--- src/rtl/servo_pkg.sv ---
// Shared servo timing constants, the channel slew decision type and the
// parameter sanity check used at elaboration.
package servo_pkg;

  // 50 Hz frame at a 50 MHz clock and the standard hobby-servo pulse widths.
  localparam int PERIOD_50HZ  = 1_000_000;
  localparam int TICKS_0DEG   = 25_000;
  localparam int TICKS_90DEG  = 75_000;
  localparam int TICKS_180DEG = 125_000;

  // How a channel's width register moves at a frame boundary.
  typedef enum logic [1:0] {
    SLEW_SNAP = 2'd0,  // jump straight to the target
    SLEW_UP   = 2'd1,  // target is more than one step above
    SLEW_DOWN = 2'd2   // target is more than one step below
  } slew_e;

  // Widths must sit in a window that never covers a whole frame.
  function automatic bit timing_ok(int min_t, int init_t, int max_t, int period);
    return (min_t <= init_t) && (init_t <= max_t) && (max_t < period);
  endfunction

endpackage

--- src/rtl/servo_pwm_multi_if.sv ---
// Command/output bundle of the multi-channel servo driver. There is no
// valid/ready handshake: pos and en are level inputs, and pos is only taken
// in the last cycle of each frame (the boundary), so the producer just holds
// the wanted value across that cycle.
interface servo_pwm_multi_if #(
  parameter int N_CH  = 5,
  parameter int POS_W = 15
);
  logic [N_CH*POS_W-1:0] pos;
  logic [N_CH-1:0]       en;
  logic [N_CH-1:0]       pwm;
  logic                  frame_tick;
  logic [N_CH-1:0]       busy;

  modport master (output pos, en, input pwm, frame_tick, busy);
  modport slave  (input pos, en, output pwm, frame_tick, busy);
endinterface

--- src/rtl/servo_chan.sv ---
// One servo channel: position-to-width mapping with clamp, optional per-frame
// slew limit, busy flag and the registered PWM comparator.
module servo_chan
  import servo_pkg::*;
#(
  parameter int CNT_W      = 20,
  parameter int POS_W      = 15,
  parameter int MIN_TICKS  = TICKS_0DEG,
  parameter int MAX_TICKS  = TICKS_180DEG,
  parameter int SCALE      = 3,
  parameter int INIT_TICKS = TICKS_90DEG,
  parameter int STEP       = 0
) (
  input  logic             CLK,
  input  logic             RST,
  input  logic [CNT_W-1:0] cnt,
  input  logic             bound,
  input  logic [POS_W-1:0] pos,
  input  logic             en,
  output logic             pwm,
  output logic             busy
);

  // Target arithmetic is one bit wider than the counter so the unclamped
  // sum never wraps; slew compares get one more bit for w + STEP.
  localparam int TW = CNT_W + 1;
  localparam int SW = CNT_W + 2;
  localparam logic [TW-1:0] MIN_T  = TW'(MIN_TICKS);
  localparam logic [TW-1:0] MAX_T  = TW'(MAX_TICKS);
  localparam logic [TW-1:0] INIT_T = TW'(INIT_TICKS);
  localparam logic [TW-1:0] SCL_T  = TW'(SCALE);
  localparam logic [TW-1:0] STEP_T = TW'(STEP);
  localparam logic [SW-1:0] STEP_S = SW'(STEP);

  logic [TW-1:0] tgt_raw;
  logic [TW-1:0] tgt;
  logic [TW-1:0] w;
  logic [TW-1:0] w_nxt;
  logic [SW-1:0] w_s;
  logic [SW-1:0] t_s;
  slew_e         slew;

  assign tgt_raw = MIN_T + TW'(pos) * SCL_T;
  assign tgt     = (tgt_raw > MAX_T) ? MAX_T : tgt_raw;
  assign w_s     = SW'(w);
  assign t_s     = SW'(tgt);

  // Choose the next width: snap to target unless a step limit applies.
  always_comb begin
    slew  = SLEW_SNAP;
    w_nxt = tgt;
    if (STEP != 0) begin
      if (t_s > w_s + STEP_S) begin
        slew = SLEW_UP;
      end else if (t_s + STEP_S < w_s) begin
        slew = SLEW_DOWN;
      end
    end
    case (slew)
      SLEW_UP:   w_nxt = w + STEP_T;
      SLEW_DOWN: w_nxt = w - STEP_T;
      default:   w_nxt = tgt;
    endcase
  end

  // Width and busy only move at the frame boundary; busy reflects whether
  // the value just written still differs from the target sampled with it.
  always_ff @(posedge CLK) begin
    if (RST) begin
      w    <= INIT_T;
      busy <= 1'b0;
    end else if (bound) begin
      w    <= w_nxt;
      busy <= (w_nxt != tgt);
    end
  end

  // Pulse is high while the frame counter is below the width; enable gates
  // it immediately rather than at the next frame.
  always_ff @(posedge CLK) begin
    if (RST) begin
      pwm <= 1'b0;
    end else begin
      pwm <= en & ({1'b0, cnt} < w);
    end
  end

endmodule

--- src/rtl/servo_pwm_multi.sv ---
// N-channel servo PWM generator: one shared frame counter and boundary
// strobe, one servo_chan per channel.
module servo_pwm_multi
  import servo_pkg::*;
#(
  parameter int N_CH       = 5,
  parameter int POS_W      = 15,
  parameter int PERIOD     = PERIOD_50HZ,
  parameter int MIN_TICKS  = TICKS_0DEG,
  parameter int MAX_TICKS  = TICKS_180DEG,
  parameter int SCALE      = 3,
  parameter int INIT_TICKS = TICKS_90DEG,
  parameter int STEP       = 0
) (
  input logic CLK,
  input logic RST,
  servo_pwm_multi_if.slave bus
);

  localparam int CNT_W = $clog2(PERIOD);
  localparam logic [CNT_W-1:0] LAST = CNT_W'(PERIOD - 1);

  if (!timing_ok(MIN_TICKS, INIT_TICKS, MAX_TICKS, PERIOD)) begin : g_bad_timing
    $error("servo_pwm_multi: need MIN_TICKS <= INIT_TICKS <= MAX_TICKS < PERIOD");
  end

  logic [CNT_W-1:0] cnt;
  logic             bound;
  logic             frame_tick_q;
  logic [N_CH-1:0]  pwm_v;
  logic [N_CH-1:0]  busy_v;

  assign bound = (cnt == LAST);

  // Frame counter 0..PERIOD-1 and the strobe marking the first cycle of a frame.
  always_ff @(posedge CLK) begin
    if (RST) begin
      cnt          <= '0;
      frame_tick_q <= 1'b0;
    end else begin
      cnt          <= bound ? '0 : cnt + 1'b1;
      frame_tick_q <= bound;
    end
  end

  for (genvar i = 0; i < N_CH; i++) begin : g_chan
    servo_chan #(
      .CNT_W      (CNT_W),
      .POS_W      (POS_W),
      .MIN_TICKS  (MIN_TICKS),
      .MAX_TICKS  (MAX_TICKS),
      .SCALE      (SCALE),
      .INIT_TICKS (INIT_TICKS),
      .STEP       (STEP)
    ) u_chan (
      .CLK   (CLK),
      .RST   (RST),
      .cnt   (cnt),
      .bound (bound),
      .pos   (bus.pos[i*POS_W +: POS_W]),
      .en    (bus.en[i]),
      .pwm   (pwm_v[i]),
      .busy  (busy_v[i])
    );
  end

  assign bus.pwm        = pwm_v;
  assign bus.busy       = busy_v;
  assign bus.frame_tick = frame_tick_q;

endmodule
--- src/flat_wrapper.sv ---
// flat-port wrapper written by rule: the top's interface ports become plain ports
module servo_pwm_multi_flat import servo_pkg::*;
#(
  parameter int N_CH       = 5,
  parameter int POS_W      = 15,
  parameter int PERIOD     = PERIOD_50HZ,
  parameter int MIN_TICKS  = TICKS_0DEG,
  parameter int MAX_TICKS  = TICKS_180DEG,
  parameter int SCALE      = 3,
  parameter int INIT_TICKS = TICKS_90DEG,
  parameter int STEP       = 0
)
  (CLK, RST, bus_pos, bus_en, bus_pwm, bus_frame_tick, bus_busy);
  servo_pwm_multi_if #(.N_CH(N_CH), .POS_W(POS_W)) bus_i ();
  input logic CLK;
  input logic RST;
  input wire logic [$bits(bus_i.pos)-1:0] bus_pos;
  input wire logic [$bits(bus_i.en)-1:0] bus_en;
  output wire logic [$bits(bus_i.pwm)-1:0] bus_pwm;
  output wire logic [$bits(bus_i.frame_tick)-1:0] bus_frame_tick;
  output wire logic [$bits(bus_i.busy)-1:0] bus_busy;
  assign bus_i.pos = bus_pos;
  assign bus_i.en = bus_en;
  assign bus_pwm = bus_i.pwm;
  assign bus_frame_tick = bus_i.frame_tick;
  assign bus_busy = bus_i.busy;
  servo_pwm_multi #(.N_CH(N_CH), .POS_W(POS_W), .PERIOD(PERIOD), .MIN_TICKS(MIN_TICKS), .MAX_TICKS(MAX_TICKS), .SCALE(SCALE), .INIT_TICKS(INIT_TICKS), .STEP(STEP)) u_core (.CLK(CLK), .RST(RST), .bus(bus_i));
endmodule
--- config.mk ---
export PLATFORM = sky130hd
export DESIGN_NAME = servo_pwm_multi_flat
export DESIGN_NICKNAME = d
export VERILOG_FILES = /design/src/rtl/servo_pkg.sv /design/src/rtl/servo_pwm_multi_if.sv /design/src/rtl/servo_chan.sv /design/src/rtl/servo_pwm_multi.sv /design/src/flat_wrapper.sv
export SDC_FILE = /design/constraint.sdc
export NUM_CORES = 1
export LEC_CHECK = 0
export BUFFER_PORTS_ARGS = -buffer_cell sky130_fd_sc_hd__buf_2
export CAP_MARGIN = 20
export CELL_PAD_IN_SITES_DETAIL_PLACEMENT = 0
export CELL_PAD_IN_SITES_GLOBAL_PLACEMENT = 1
export CORE_MARGIN = 3
export CORE_UTILIZATION = 40
export CTS_CLUSTER_DIAMETER = 50
export DETAILED_ROUTE_END_ITERATION = 6
export HOLD_SLACK_MARGIN = 0.1
export PLACE_DENSITY_LB_ADDON = 0.1
export SYNTH_ARGS = -nofsm -noshare
export SYNTH_HDL_FRONTEND = slang
export SYNTH_SLANG_ARGS = --single-unit
--- constraint.sdc ---
create_clock -name CLK -period 6.8 [get_ports CLK]
set_input_delay 1.02 -clock CLK [delete_from_list [all_inputs] [get_ports CLK]]
set_output_delay 1.02 -clock CLK [all_outputs]
set_load 0.02 [all_outputs]
==> results.cfg <==
[status]
status = completed

[clocking]
postCtsHoldBufs = 0
clock_latency_ns = 0.36
ctsResizeCount = 0
cts_tree = yes
numCtsBuffers = 9
cts_setup_buffers = 0
path_clk_slew_ns = 0.08
cts_num_sinks = 111
cts.htree.levels = 3
cts.path.max_buffers = 2
cts_root_buf = clkbuf_16

[global_routing]
grt_overflow = 0
grt_usage_pct = 18.05
grt_start_max_net_pins = 41
antenna_found_initial = 0
grt_pass1_vias = 9127
grt_pass1_wl_um = 45490

[sta]
final.period_utilization_pct = 57.03
fmax_ghz = 0.2579
relSlewSlack_pct = 30.87
setup_viol = 0
rsz0062_at_grt = no
period_needed_ns = 3.878
tightestPinTransition_ns = 1.034
setup_tns_ns = 0
clock_skew_ns = 0.01110
hold_viol = 0
drv_slew = 0

[synthesis]
synth_edf_count = 0
ys_types = 95
synth.area.top_cells = ha_1 25%, dfxtp_1 20%, inv_1 7.7%, a21oi_1 3.9%, nor2_1 3.1%
yosys.area.top_type = ha_1
synth_area_sq_um = 11230
synthFlopType = dfxtp_1
synth_top_cell_area_share_pct = 25.41
ys_seq_elements = 111
syn_inst = 1381
synth_warnings = 0
async_reset_ff_share_pct = 0
ys_seq_area_share_pct = 19.79
syn_area_per_cell_sq_um = 8.130

[routing]
postRouteWirelength_um = 27000
drc_errors = 0
drtAntennaViolNets = 0
drt_iter0_drc = 409
via_count = 9348
routedWlPerCell_um = 14.78
via_per_inst = 5.117
drt-pass1-iter-count = 5

[setup_path]
cp-start-kind = primary input
crit_arrival_ns = 4.13
worst_ep_required_time_ns = 7.05
critPathMaxFanout = 6
critical_path_class = primary input to register
worstSetupEndpointType = register

[place]
gp_congestion = 0.8130
dp.final_hpwl_um = 20450
io_buffer_count = 87

[min_path]
hold_path.class = register to register

[floorplanning]
core_sq_um = 27250
num_io_pins = 93
die_w_um = 173.5
rows = 60
die_h_um = 173.5
die_area_sq_um = 30110
initial_utilization_pct = 41.20

[finish]
diodes = 0
final_cell_mix = 230 x inv_1, 228 x ha_1, 111 x dfxtp_1, 93 x nor2_1
final_net_count = 1765
layout-area-overhead-vs-synth_pct = 9.116
mostFrequentLayoutCell = inv_1
drive_gt1_share_pct = 10.65
fillers = 2786
utilization_pct = 44.95

[power_and_ir_drop]
max-vdd-ir-drop_v = 0.0001105
leakage_nw = 6.121
power_density_nw_per_um2 = 154.8

[job]
drv_cap = 0
==> cell families (layout without fill, tap and decap cells) <==
logic type               count (synthesis)  in the layout  synth area share, %
AO/OA/AOI/OAI                          365            365                23.78
XOR/XNOR                                67             67                5.227
AND/OR/NAND/NOR                        331            331                15.03
buffers and inverters                  272            342                9.740
adder cells (fa/ha/maj)                233            233                26.30
multiplexers                             1              1              0.08916
other                                    1              5              0.03340
flip-flops                             111            111                19.79
==> synthesized netlist by cell type, types with 5 or more instances <==
| cell type | n |
|---|---|
| inv_1 | 230 |
| nand2b_1 | 15 |
| nor2_1 | 93 |
| nor2b_1 | 21 |
| nor3_1 | 16 |
| or2_2 | 5 |
| o211ai_1 | 14 |
| a32o_1 | 5 |
| o31ai_1 | 14 |
| a31oi_1 | 9 |
| a21oi_1 | 87 |
| and4_1 | 6 |
| o31a_1 | 6 |
| xor2_1 | 32 |
| o21ai_0 | 53 |
| a22o_1 | 6 |
| fa_1 | 5 |
| nand3_1 | 26 |
| o21ai_1 | 9 |
| o32ai_1 | 6 |
| nand2_1 | 82 |
| o21bai_1 | 9 |
| and3_1 | 13 |
| a21o_1 | 37 |
| nand4b_1 | 6 |
| or3_1 | 5 |
| buf_4 | 10 |
| o21a_1 | 16 |
| nand4_1 | 11 |
| o22ai_1 | 6 |
| clkbuf_1 | 20 |
| dfxtp_1 | 111 |
| a211oi_1 | 18 |
| xnor2_1 | 35 |
| a22oi_1 | 5 |
| ha_1 | 228 |
==> where the power goes <==
group | internal (mW) | switching, mW | leakage [nW]
clock | 0.252 | 0.256 | 0.137
sequential | 0.652 | 0.00712 | 0.897
combinational | 0.300 | 0.429 | 5.09
==> metrics by stage <==
step / setup slack [ns] / total power, mW / std cells / cell area [sq um] / hold WS, ns
final: 2.922 / 1.896 / 1827 / 12250 / 0.4548
after detailed placement: 2.519 / 1.407 / 1811 / 11980 / 0.4444
after floorplan: 2.972 / 1.248 / 1385 / 11240 / 0.4251
after CTS: 2.898 / 1.923 / 1827 / 12250 / 0.4541
after global placement: 2.624 / 1.409 / 1811 / 11980 / 0.4395
after global routing: 2.664 / 2.036 / 1827 / 12250 / 0.4699
==> final timing paths <==
kind / from / to / slack (ns) / depth (start not counted)
max: bus_pos[1] / u_core.g_chan[0].u_chan.w[5]$_SDFFE_PP1P_ / 2.92 / 14
min: u_core.g_chan[2].u_chan.w[12]$_SDFFE_PP0P_ / u_core.g_chan[2].u_chan.w[12]$_SDFFE_PP0P_ / 0.45 / 2
max reg2reg: u_core.cnt[1]$_SDFF_PP0_ / u_core.g_chan[0].u_chan.w[16]$_SDFFE_PP1P_ / 3.71 / 6
min reg2reg: u_core.g_chan[2].u_chan.w[12]$_SDFFE_PP0P_ / u_core.g_chan[2].u_chan.w[12]$_SDFFE_PP0P_ / 0.45 / 2
==> cell type report <==
class                   instances  area (sq um)  area share (%)
well taps                     372         465.4           3.799
clock buffers                  10         229.0           1.869
multi-input cells            1002          7926           64.70
flip-flops and latches        111          2222           18.14
repair buffers                 95         495.5           4.045
inverters                     231         867.1           7.078
clock inverters                 6         45.04          0.3677
==> critical path: stages <==
cell	delay, ns
buf_2	0.12
ha_1	0.29
ha_1	0.25
inv_1	0.09
fa_1	0.21
and2b_1	0.26
o31ai_4	0.26
a211oi_2	0.13
o41ai_2	0.37
xnor2_1	0.19
nand4b_1	0.23
a21oi_4	0.29
nor2_2	0.07
a221o_1	0.35
==> layer usage <==
layer	global-route usage, %	part of all wire (%)
met5	0	0
met3	1.292	1.9
met4	4.257	1.3
met1	24.90	51
met2	30.73	46
==> state kept, by name (all words and copies together) (netlist names) <==
name                      flops
u_core.bus.frame_tick         1
u_core.cnt                   20
u_core.g_chan.u_chan.pwm      5
u_core.g_chan.u_chan.w       85
No activity file was read; power rests on OpenSTA's default activity.
